**config.mk**
```make
export PLATFORM = sky130hd
export DESIGN_NAME = enum_fifo
export DESIGN_NICKNAME = d
export VERILOG_FILES = /design/src/rtl/enum_fifo.sv
export SDC_FILE = /design/constraint.sdc
export NUM_CORES = 1
export LEC_CHECK = 0
export ABC_AREA = 1
export CORE_MARGIN = 4
export CORE_UTILIZATION = 55
export CTS_BUF_LIST = sky130_fd_sc_hd__clkbuf_2
export CTS_CLUSTER_SIZE = 24
export DETAILED_ROUTE_END_ITERATION = 6
export HOLD_SLACK_MARGIN = 0.02
export PLACE_DENSITY_LB_ADDON = 0.15
export SLEW_MARGIN = 20
export SYNTH_ARGS = -nofsm -noshare
export SYNTH_HDL_FRONTEND = slang
export SYNTH_SLANG_ARGS = --single-unit
```
**constraint.sdc**
```tcl
create_clock -name clk -period 3.5 [get_ports clk]
set_input_delay 0.7 -clock clk [delete_from_list [all_inputs] [get_ports clk]]
set_output_delay 0.7 -clock clk [all_outputs]
set_load 0.01 [all_outputs]
```
**src/rtl/enum_fifo.sv**
```systemverilog
// Handshaked FIFO for 2-bit E1 enum values with registered head and occupancy.
// Define ENUM_FIFO_ILLEGAL_CHECK_EN to drop 2'b00 writes and report them via err_illegal/drop_cnt.
module enum_fifo #(
  parameter int DEPTH = 4,
  parameter int CNT_W = 8
) (
  input  logic                     clk,
  input  logic                     rst_n,
  input  logic                     in_valid,
  output logic                     in_ready,
  input  logic [1:0]               in_data,
  output logic                     out_valid,
  input  logic                     out_ready,
  output logic [1:0]               out_data,
  output logic [$clog2(DEPTH):0]   level,
  output logic                     err_illegal,
  input  logic                     err_clear,
  output logic [CNT_W-1:0]         drop_cnt
);

  localparam int PTR_W = $clog2(DEPTH);
  localparam int LVL_W = PTR_W + 1;

  typedef enum logic [1:0] {
    first  = 2'd1,
    second = 2'd2,
    third  = 2'd3
  } e1_t;

  logic [1:0]       mem [DEPTH];
  logic [PTR_W-1:0] rd_ptr;
  logic [PTR_W-1:0] wr_ptr;
  logic [PTR_W-1:0] rd_ptr_nxt;
  logic [LVL_W-1:0] level_nxt;
  logic             push;
  logic             pop;
  logic             illegal;
  logic             wr_en;

  // in_ready/out_valid are registers, so handshakes depend only on state.
  assign push       = in_valid && in_ready;
  assign pop        = out_valid && out_ready;
  assign wr_en      = push && !illegal;
  assign rd_ptr_nxt = rd_ptr + PTR_W'(1);

  // NOTE: every variable written in always_comb gets a default first so no latch is inferred.
  always_comb begin
    level_nxt = level;
    if (wr_en && !pop)
      level_nxt = level + LVL_W'(1);
    else if (pop && !wr_en)
      level_nxt = level - LVL_W'(1);
  end

  // NOTE: state uses non-blocking assignments; reset is sampled on the clock edge.
  always_ff @(posedge clk) begin
    if (!rst_n) begin
      rd_ptr    <= '0;
      wr_ptr    <= '0;
      level     <= '0;
      in_ready  <= 1'b1;
      out_valid <= 1'b0;
      out_data  <= first;
    end else begin
      if (wr_en) wr_ptr <= wr_ptr + PTR_W'(1);
      if (pop)   rd_ptr <= rd_ptr_nxt;
      level     <= level_nxt;
      in_ready  <= (level_nxt != LVL_W'(DEPTH));
      out_valid <= (level_nxt != '0);
      // Head register: next entry on pop, incoming value when it lands in an empty slot.
      if (pop) begin
        if (level > LVL_W'(1))
          out_data <= mem[rd_ptr_nxt];
        else if (wr_en)
          out_data <= in_data;
      end else if (wr_en && level == '0) begin
        out_data <= in_data;
      end
    end
  end

  // NOTE: the storage array is deliberately not reset; level and pointers define validity.
  always_ff @(posedge clk) begin
    if (wr_en) mem[wr_ptr] <= in_data;
  end

`ifdef ENUM_FIFO_ILLEGAL_CHECK_EN
  assign illegal = push && (in_data == 2'b00);

  always_ff @(posedge clk) begin
    if (!rst_n) begin
      err_illegal <= 1'b0;
      drop_cnt    <= '0;
    end else begin
      if (illegal)
        err_illegal <= 1'b1;
      else if (err_clear)
        err_illegal <= 1'b0;
      if (illegal && drop_cnt != '1)
        drop_cnt <= drop_cnt + CNT_W'(1);
    end
  end
`else
  logic unused_err_clear;

  assign illegal          = 1'b0;
  assign err_illegal      = 1'b0;
  assign drop_cnt         = '0;
  assign unused_err_clear = err_clear;
`endif

endmodule

```
==> results by group <==
Clocking
  – Reg clk slew, reported paths: 0.20 ns
  – Max clock buf depth: 2
  – Post CTS Setup Buffer Count: 0
  – Root buffer cell: clkbuf_2
  – Clk sinks: 19
  – Cts repair resizes: 0
  – H-tree depth: 1
  – Worst-skew pair later-pin latency: 0.32 ns
  – TritonCTS clock tree: done
  – Hold_buf cts: 0
  – CTS Buf Count: 3

STA
  – Setup TNS Final: 0 ns
  – Max-slew violation count: 0
  – Period Utilization, post-route: 0.582
  – Final hold vios: 0
  – Setup violations, final: 0
  – Final Critical Period: 2.04 ns
  – Max Freq: 491 MHz
  – Clk_skew: 0.00501 ns
  – RSZ-0062 raised after global routing: no

Cells and area
  – Nets@finish: 161
  – Fin cells: 170
  – Most frequent cells in the layout: nand2_1, inv_1, nand3_1, clkdlybuf4s50_1, dfxtp_1
  – Layout area overhead: 12.0%
  – Antenna diode count: 0
  – Commonest non-fill, non-tap cell in the layout: nand2_1
  – Layout cells sized above 1: 0.0759

Floorplan
  – Chip width: 51.5 µm
  – Initial Utilization: 0.591
  – Ports: 23
  – Cell Rows: 15
  – Core footprint: 1760 µm²
  – Die footprint: 2660 µm²
  – Die Ht: 51.5 µm

Detailed routing
  – Remaining antenna violation count after routing: 0
  – Wirelength per Cell: 10.8 µm
  – Vias per cell: 4.78
  – Drt total wl: 1.83 mm
  – Via Count: 813
  – Drt first pass iters: 6
  – DRC violations left: 0
  – DRT iter0 DRCs: 9

Worst hold path
  – Min-Delay Startpoint: out_data[1]$_SDFFE_PN0P_
  – Min-Delay Path Class: reg2reg
  – Hold path depth: 2
  – WHS Endpoint: out_data[1]$_SDFFE_PN0P_

GRT
  – Overflow after GRT: 0
  – Vias in the first global route: 751
  – Gr usage total: 0.150
  – Pin count of the biggest net entering global routing: 13
  – Initial antenna violation count: 0
  – First-pass GRT wire length: 2.98 mm

Yosys
  – Seq cells post-synth: 19
  – Post-synthesis sequential area ratio: 0.442
  – Post-Syn Instances: 131
  – Yosys cell types: 16
  – Syn Area/Cell: 7.96 µm²
  – Syn. warnings: 0
  – Post-Syn Area: 1040 µm²

Power and ir drop
  – Switching power: 0.192 mW
  – LEAKAGE: 0.552 nW
  – Cell area power density: 464 nW/µm²
  – P_int: 0.351 mW
  – Pwr Total: 0.542 mW
  – Sequential power share: 0.502
  – Combinational Power Share: 0.311
  – Max rail drop VDD: 0.000293 V
  – Sw Ratio: 0.353
  – Clk pwr share: 0.187

Setup path
  – Crit Reg-Reg Startpoint: level[0]$_SDFF_PN0_
  – Cell Chain, Critical Path: clkdlybuf4s50_1
  – CP startpoint kind: flip-flop
  – CP max stage delay: 0.57 ns
  – Crit path DAT: 1.34 ns
  – Crit path buffers/inverters: 1
  – R2R setup slack: 2.08 ns
  – Slowest CP cell: clkdlybuf4s50_1
  – Worst path required time: 2.80 ns
  – R2r endpoint: out_valid$_SDFF_PN0_
  – Reg2Reg Depth: 9
  – Crit path capture type: primary output
  – Setup Crit Path Kind: reg2out
  – Worst-path maximum fanout: 5
  – Top delay family on crit path: buffers and inverters

Placement
  – I/O Buffers: 12
  – Final Wtd Congestion: 0.764
  – Placed cell count: 166
  – HPWL Detailed: 1.42 mm

Run
  – Max_cap viols: 0

Outcome
  – Status: completed
[kinds of logic (layout without fill, tap and decap cells)]
kind of cell,count (synthesis),in the layout,synth area share
and+or+nand+nor,64,64,0.259
buffers and inverters,26,32,0.133
DFF,19,19,0.442
AOI/OAI and AO/OA,13,13,0.0660
adders and majority gates,8,8,0.0960
other,1,9,0.00360
[final cells by class]
| type | count | area, µm² |
|---|---|---|
| inverters | 16 | 60.1 |
| clock buffers | 3 | 15.0 |
| fillers | 155 | 597 |
| multi-input cells | 94 | 473 |
| flip-flops and latches | 19 | 460 |
| well taps | 25 | 31.3 |
| clock inverters | 1 | 7.51 |
| repair buffers | 12 | 120 |
[sequential cells by signal, summed over array words and instances, names as in the netlist]
register   count
mem            8
out_data       2
out_valid      1
level          3
wr_ptr         2
in_ready       1
rd_ptr         2
[per-layer routing]
| layer | GRT usage | share of wire |
|---|---|---|
| met5 | 0 | 0 |
| met4 | 0.0393 | 0.0093 |
| met3 | 0.0516 | 0.069 |
| met2 | 0.267 | 0.49 |
| met1 | 0.168 | 0.43 |
[worst max path at each step]
stage                         from                    to  slack, ns  cells past startpoint
4_1_cts        level[0]$_SDFF_PN0_              level[0]       1.45                      1
3_3_place_gp              in_valid  out_valid$_SDFF_PN0_       1.38                     10
3_5_place_dp              in_valid  out_valid$_SDFF_PN0_       1.36                     10
6_report       level[0]$_SDFF_PN0_              level[0]       1.46                      1
2_1_floorplan             in_valid   in_ready$_SDFF_PN1_       2.03                      9
5_1_grt        level[0]$_SDFF_PN0_              level[0]       1.36                      1
[cell usage after synthesis]
| master | instances | area (µm²) |
|---|---|---|
| inv_1 | 14 | 52.6 |
| a21oi_1 | 5 | 25.0 |
| nand2_1 | 39 | 146 |
| a21oi_2 | 1 | 8.76 |
| nor2_4 | 1 | 11.3 |
| buf_6 | 1 | 11.3 |
| dfxtp_1 | 11 | 220 |
| o21ai_0 | 7 | 35.0 |
| nor2_1 | 9 | 33.8 |
| edfxtp_1 | 8 | 240 |
| nand2_2 | 3 | 18.8 |
| buf_4 | 9 | 67.6 |
| inv_2 | 2 | 7.51 |
| ha_1 | 8 | 100 |
| conb_1 | 1 | 3.75 |
| nand3_1 | 12 | 60.1 |
[power groups by stage]
stage	Combinational [mW]	Sequential, mW	Clock [mW]
floorplan	0.114	0.281	0
global placement	0.163	0.276	0
detailed placement	0.167	0.277	0
CTS	0.169	0.272	0.100
global route	0.188	0.275	0.115
finish	0.168	0.272	0.102
[per-stage QoR]
step           setup slack [ns]  hold WS [ns]  area (µm²)  utilization
6_report                   1.46         0.503        1170        0.662
4_1_cts                    1.45         0.504        1170        0.662
5_1_grt                    1.36         0.515        1170        0.662
3_3_place_gp               1.38         0.478        1140        0.649
3_5_place_dp               1.36         0.482        1140        0.649
2_1_floorplan              2.03         0.490        1070            -
(Power assumes the default switching activity.)
==> patch 1 (same flow settings) <==
The option `ENUM_FIFO_ILLEGAL_CHECK_EN` is turned on by a define.
--- a/src/rtl/enum_fifo.sv
+++ b/src/rtl/enum_fifo.sv
@@ -1,4 +1,6 @@
 // Handshaked FIFO for 2-bit E1 enum values with registered head and occupancy.
 // Define ENUM_FIFO_ILLEGAL_CHECK_EN to drop 2'b00 writes and report them via err_illegal/drop_cnt.
+`define ENUM_FIFO_ILLEGAL_CHECK_EN
+
 module enum_fifo #(
   parameter int DEPTH = 4,
Behaviour: not the same (Yosys sat finds a counterexample within 4 cycles, from zero or initial values and one cycle with rst_n low).
==> patch 1 against the original RTL <==
Sequential power grew 49%. Cell count grew 43%. Critical path depth stayed put. Sequential cell count up 9. Area after synthesis grew 40%. First-iteration DRC count rose to 7.9 times the old value. Power grew 53%. Final area increased by 48%. Fmax decreased by 2.4%. Wire length rose by 55%. Worst setup slack got worse by 0.051 ns. Non-clock buffer count increased by 10.
==> patch 1: results (changes against the original RTL) <==
[global_route]
grt_pass1_wl_um = 4912  ; +65%
grt_max_degree = 16  ; +3
track_usage = 0.1827  ; +0.03311
antenna_found_initial = 0  ; unchanged

[place]
gp_congestion = 0.8016  ; +4.9%
place_hpwl_um = 2258  ; +59%
io_buffers = 22  ; +10

[final_layout]
drive_gt1_frac = 0.07981  ; +0.003950
fin_nets = 230  ; +43%
fin_cells = 243  ; +43%
top_regs = drop_cnt (8), mem (8), level (3)

[power]
peakVddDrop_mv = 0.4067  ; +39%
p_leak_uw = 0.0007970  ; +44%
pg_seq_uw = 404  ; +49%
p_sw_frac = 0.3563  ; +0.002964
p_seq_frac = 0.488  ; -0.014
combinationalPower_uw = 304  ; +81%

[status]
status = finished clean

[worst_setup_path]
r2r_slack_ns = 2.02  ; -0.06 ns
r2r_start = drop_cnt[0]$_SDFFE_PN0P_
arrival_ns = 1.39  ; +0.05 ns
r2r-end = drop_cnt[0]$_SDFFE_PN0P_

[routing]
vias = 1219  ; +50%
routedWlPerCell_um = 11.69  ; +8.5%
drtIter0Drc = 71  ; +62

[clock_network]
ctsResizeCount = 0  ; unchanged
clk_latency_ns = 0.35  ; +0.03 ns
clk_pin_slew_worst_paths_ns = 0.24  ; +0.04 ns

[yosys]
synth.distinct_cells = 24  ; +8
syn_inst = 189  ; +44%
synth_area_leaders = dfxtp_1 (27%), edfxtp_1 (16%), nand2_1 (12%)
synth_common_cells = nand2_1 (47), inv_1 (28), dfxtp_1 (20), nor2_1 (18), nand3_1 (13)
ys_seq_area_frac = 0.4380  ; -0.003796
synthAdderAreaFrac = 0.07699  ; -0.01905
synthXorXnorAreaFrac = 0.02395  ; +0.02395

[timing]
hold_ws_ns = 0.4917  ; -0.01117 ns
finalClockSkew_ns = 0.001675  ; -0.003333 ns

[patch 1: cell type report]
class                      count  area [um2]
sequential                    28       640.6
multi-input combinational    129       689.4
clock buffer                   4       20.02
fill                         214       777.0
inverter                      30       115.1
timing repair buffer          22       220.2
tap                           30       37.54
[patch 1: cells by family after synthesis]
logic type | Yosys count
compound gates | 25
xor+xnor | 4
fa+ha+maj | 9
buf+inv | 32
flops | 28
simple gates | 91
[patch 1: how the worst max path moves through the flow]
| stage | from | endpoint | slack, ns |
|---|---|---|---|
| after floorplan | in_valid | in_ready$_SDFF_PN1_ | 1.99 |
| after global placement | in_data[1] | out_valid$_SDFF_PN0_ | 1.35 |
| after detailed placement | in_data[1] | out_valid$_SDFF_PN0_ | 1.28 |
| after CTS | level[0]$_SDFF_PN0_ | level[0] | 1.38 |
| after global routing | drop_cnt[2]$_SDFFE_PN0P_ | drop_cnt[2] | 1.30 |
| final | drop_cnt[2]$_SDFFE_PN0P_ | drop_cnt[2] | 1.41 |
[patch 1: per-stage QoR]
step           setup WS, ns  area (um2)
2_1_floorplan         1.987        1463
3_3_place_gp          1.355        1703
3_5_place_dp          1.276        1703
4_1_cts               1.384        1723
5_1_grt               1.301        1723
6_report              1.412        1723
[patch 1: metal layers]
| layer | vias to the layer above | share of wire | GRT usage |
|---|---|---|---|
| li1 | 639 | - | - |
| met5 | - | 0 | 0 |
| met2 | 19 | 0.49 | 0.3120 |
| met3 | 5 | 0.023 | 0.02832 |
| met4 | 0 | 0.014 | 0.07278 |
| met1 | 556 | 0.48 | 0.2290 |
==> patch 2 (same flow settings) <==
Without the edit above. Register the output `level` once more, cleared by the reset; this adds one clock of latency there. The other outputs are not delayed to match.
--- a/src/rtl/enum_fifo.sv
+++ b/src/rtl/enum_fifo.sv
@@ -28,4 +28,6 @@
   } e1_t;
 
+  logic [$clog2(DEPTH):0] level_s0;
+
   logic [1:0]       mem [DEPTH];
   logic [PTR_W-1:0] rd_ptr;
@@ -46,9 +48,9 @@
   // NOTE: every variable written in always_comb gets a default first so no latch is inferred.
   always_comb begin
-    level_nxt = level;
+    level_nxt = level_s0;
     if (wr_en && !pop)
-      level_nxt = level + LVL_W'(1);
+      level_nxt = level_s0 + LVL_W'(1);
     else if (pop && !wr_en)
-      level_nxt = level - LVL_W'(1);
+      level_nxt = level_s0 - LVL_W'(1);
   end
 
@@ -58,5 +60,5 @@
       rd_ptr    <= '0;
       wr_ptr    <= '0;
-      level     <= '0;
+      level_s0  <= '0;
       in_ready  <= 1'b1;
       out_valid <= 1'b0;
@@ -65,14 +67,14 @@
       if (wr_en) wr_ptr <= wr_ptr + PTR_W'(1);
       if (pop)   rd_ptr <= rd_ptr_nxt;
-      level     <= level_nxt;
+      level_s0  <= level_nxt;
       in_ready  <= (level_nxt != LVL_W'(DEPTH));
       out_valid <= (level_nxt != '0);
       // Head register: next entry on pop, incoming value when it lands in an empty slot.
       if (pop) begin
-        if (level > LVL_W'(1))
+        if (level_s0 > LVL_W'(1))
           out_data <= mem[rd_ptr_nxt];
         else if (wr_en)
           out_data <= in_data;
-      end else if (wr_en && level == '0) begin
+      end else if (wr_en && level_s0 == '0) begin
         out_data <= in_data;
       end
@@ -110,4 +112,12 @@
 `endif
 
+  always_ff @(posedge clk) begin
+    if (!rst_n) begin
+      level <= '0;
+    end else begin
+      level <= level_s0;
+    end
+  end
+
 endmodule
 
Function: changed (a bounded check fails within 4 cycles, from zero or initial values and one cycle with rst_n low).
==> patch 2 against the original RTL <==
Worst setup slack better by 0.066 ns. Critical path depth stayed put. Non-clock buffer count unchanged. Sequential cell count grew 3. Sequential share of layout area rose by 1.5 points. Clock power is 6% lower. Global-route usage shrank 1.2 points. Sequential power grew 15%. Power increased by 7.0%. Final area grew 9.0%. Die area rose by 9.5%. Largest power group unchanged. Area after synthesis increased by 11%. Via count grew 4.1%. Wire length fell by 5.4%.
==> patch 2: results (changes against the original RTL) <==
[status]
status = finished clean

[place]
placed_area_um2 = 1254  ; +9.5%
pre_cts_slack_ns = 1.232  ; -0.1256 ns
placed_cells = 178  ; +7.2%
place_hpwl_um = 1317  ; -7.4%
gp_congestion = 0.7550  ; -1.2%

[worst_hold_path]
holdPathEnd = level[1]$_SDFF_PN0_
holdCritStartpoint = level_s0[1]$_SDFF_PN0_

[global_route]
first_global_vias = 745  ; -0.80%
grt_max_degree = 14  ; +1
grtUsageMet2 = 0.2258  ; -0.04114
track_usage = 0.1375  ; -0.01204
use_met3 = 0.02493  ; -0.02665
grt_pass1_wl_um = 2870  ; -3.7%

[yosys]
ys_seq_area_frac = 0.4488  ; +0.006983
synth.distinct_cells = 20  ; +4
synth_mux_area_frac = 0.008630  ; +0.008630
synth_area_per_cell_um2 = 8.168  ; +2.7%
synthAdderAreaFrac = 0.08630  ; -0.009739
synth_area_leaders = dfxtp_1 (24%), edfxtp_1 (21%), nand2_1 (14%)
synth_compound_area_frac = 0.04315  ; -0.02288
synth_common_cells = nand2_1 (42), inv_1 (16), dfxtp_1 (14)
yosys.area.top_type = dfxtp_1

[worst_setup_path]
arrival_ns = 1.27  ; -0.07 ns
crit_path_start = out_valid$_SDFF_PN0_
slowest_delay_ns = 0.55  ; -0.02 ns
crit_path_max_fanout = 2  ; -3
crit_end = out_valid
r2r_start = in_ready$_SDFF_PN1_

[routing]
vias = 846  ; +4.1%
wl_met3_um = 90  ; -29%
routedWlPerCell_um = 9.522  ; -12%
wl_met2_um = 764  ; -16%
drt_first_pass_iters = 4  ; -2
drtIter0Drc = 12  ; +3
viasPerCell = 4.648  ; -2.8%

[timing]
period_minus_slack_ns = 1.971  ; -0.06614 ns
hold_ws_ns = 0.4893  ; -0.01357 ns
finalClockSkew_ns = 0.01568  ; +0.01067 ns

[power]
p_leak_uw = 0.0006305  ; +14%
peakVddDrop_mv = 0.2926  ; -0.21%

[final_layout]
drive_gt1_frac = 0.09677  ; +0.02091

patch 2: cell count changes after synthesis, moves of 2 or more:
cell     change
inv_1        +2
o21ai_0      -2
nand3_1      -3
dfxtp_1      +3
nand2_1      +3
nand2_4      +2
nor2_2       +3
patch 2: logic make-up (layout without fill, tap and decap cells):
group	after synthesis	after routing
buffers and inverters	30	35
other	1	9
and+or+nand+nor	70	70
adders and majority gates	8	8
AOI/OAI and AO/OA	10	10
muxes	1	1
DFF	22	22
patch 2: cell type report:
class	count	area, um2
Clock buffer	3	15.01
Clock inverter	1	3.754
Fill cell	175	709.4
Inverter	19	76.32
Multi-Input combinational cell	98	503.0
Sequential cell	22	520.5
Tap cell	27	33.78
Timing Repair Buffer	12	120.1
patch 2: power breakdown:
group          switching (uW)  total (uW)  leakage [uW]  internal (uW)
combinational             102         172      0.000428           70.5
clock                    71.4        96.3     0.0000140           24.8
sequential               19.2         312      0.000189            293
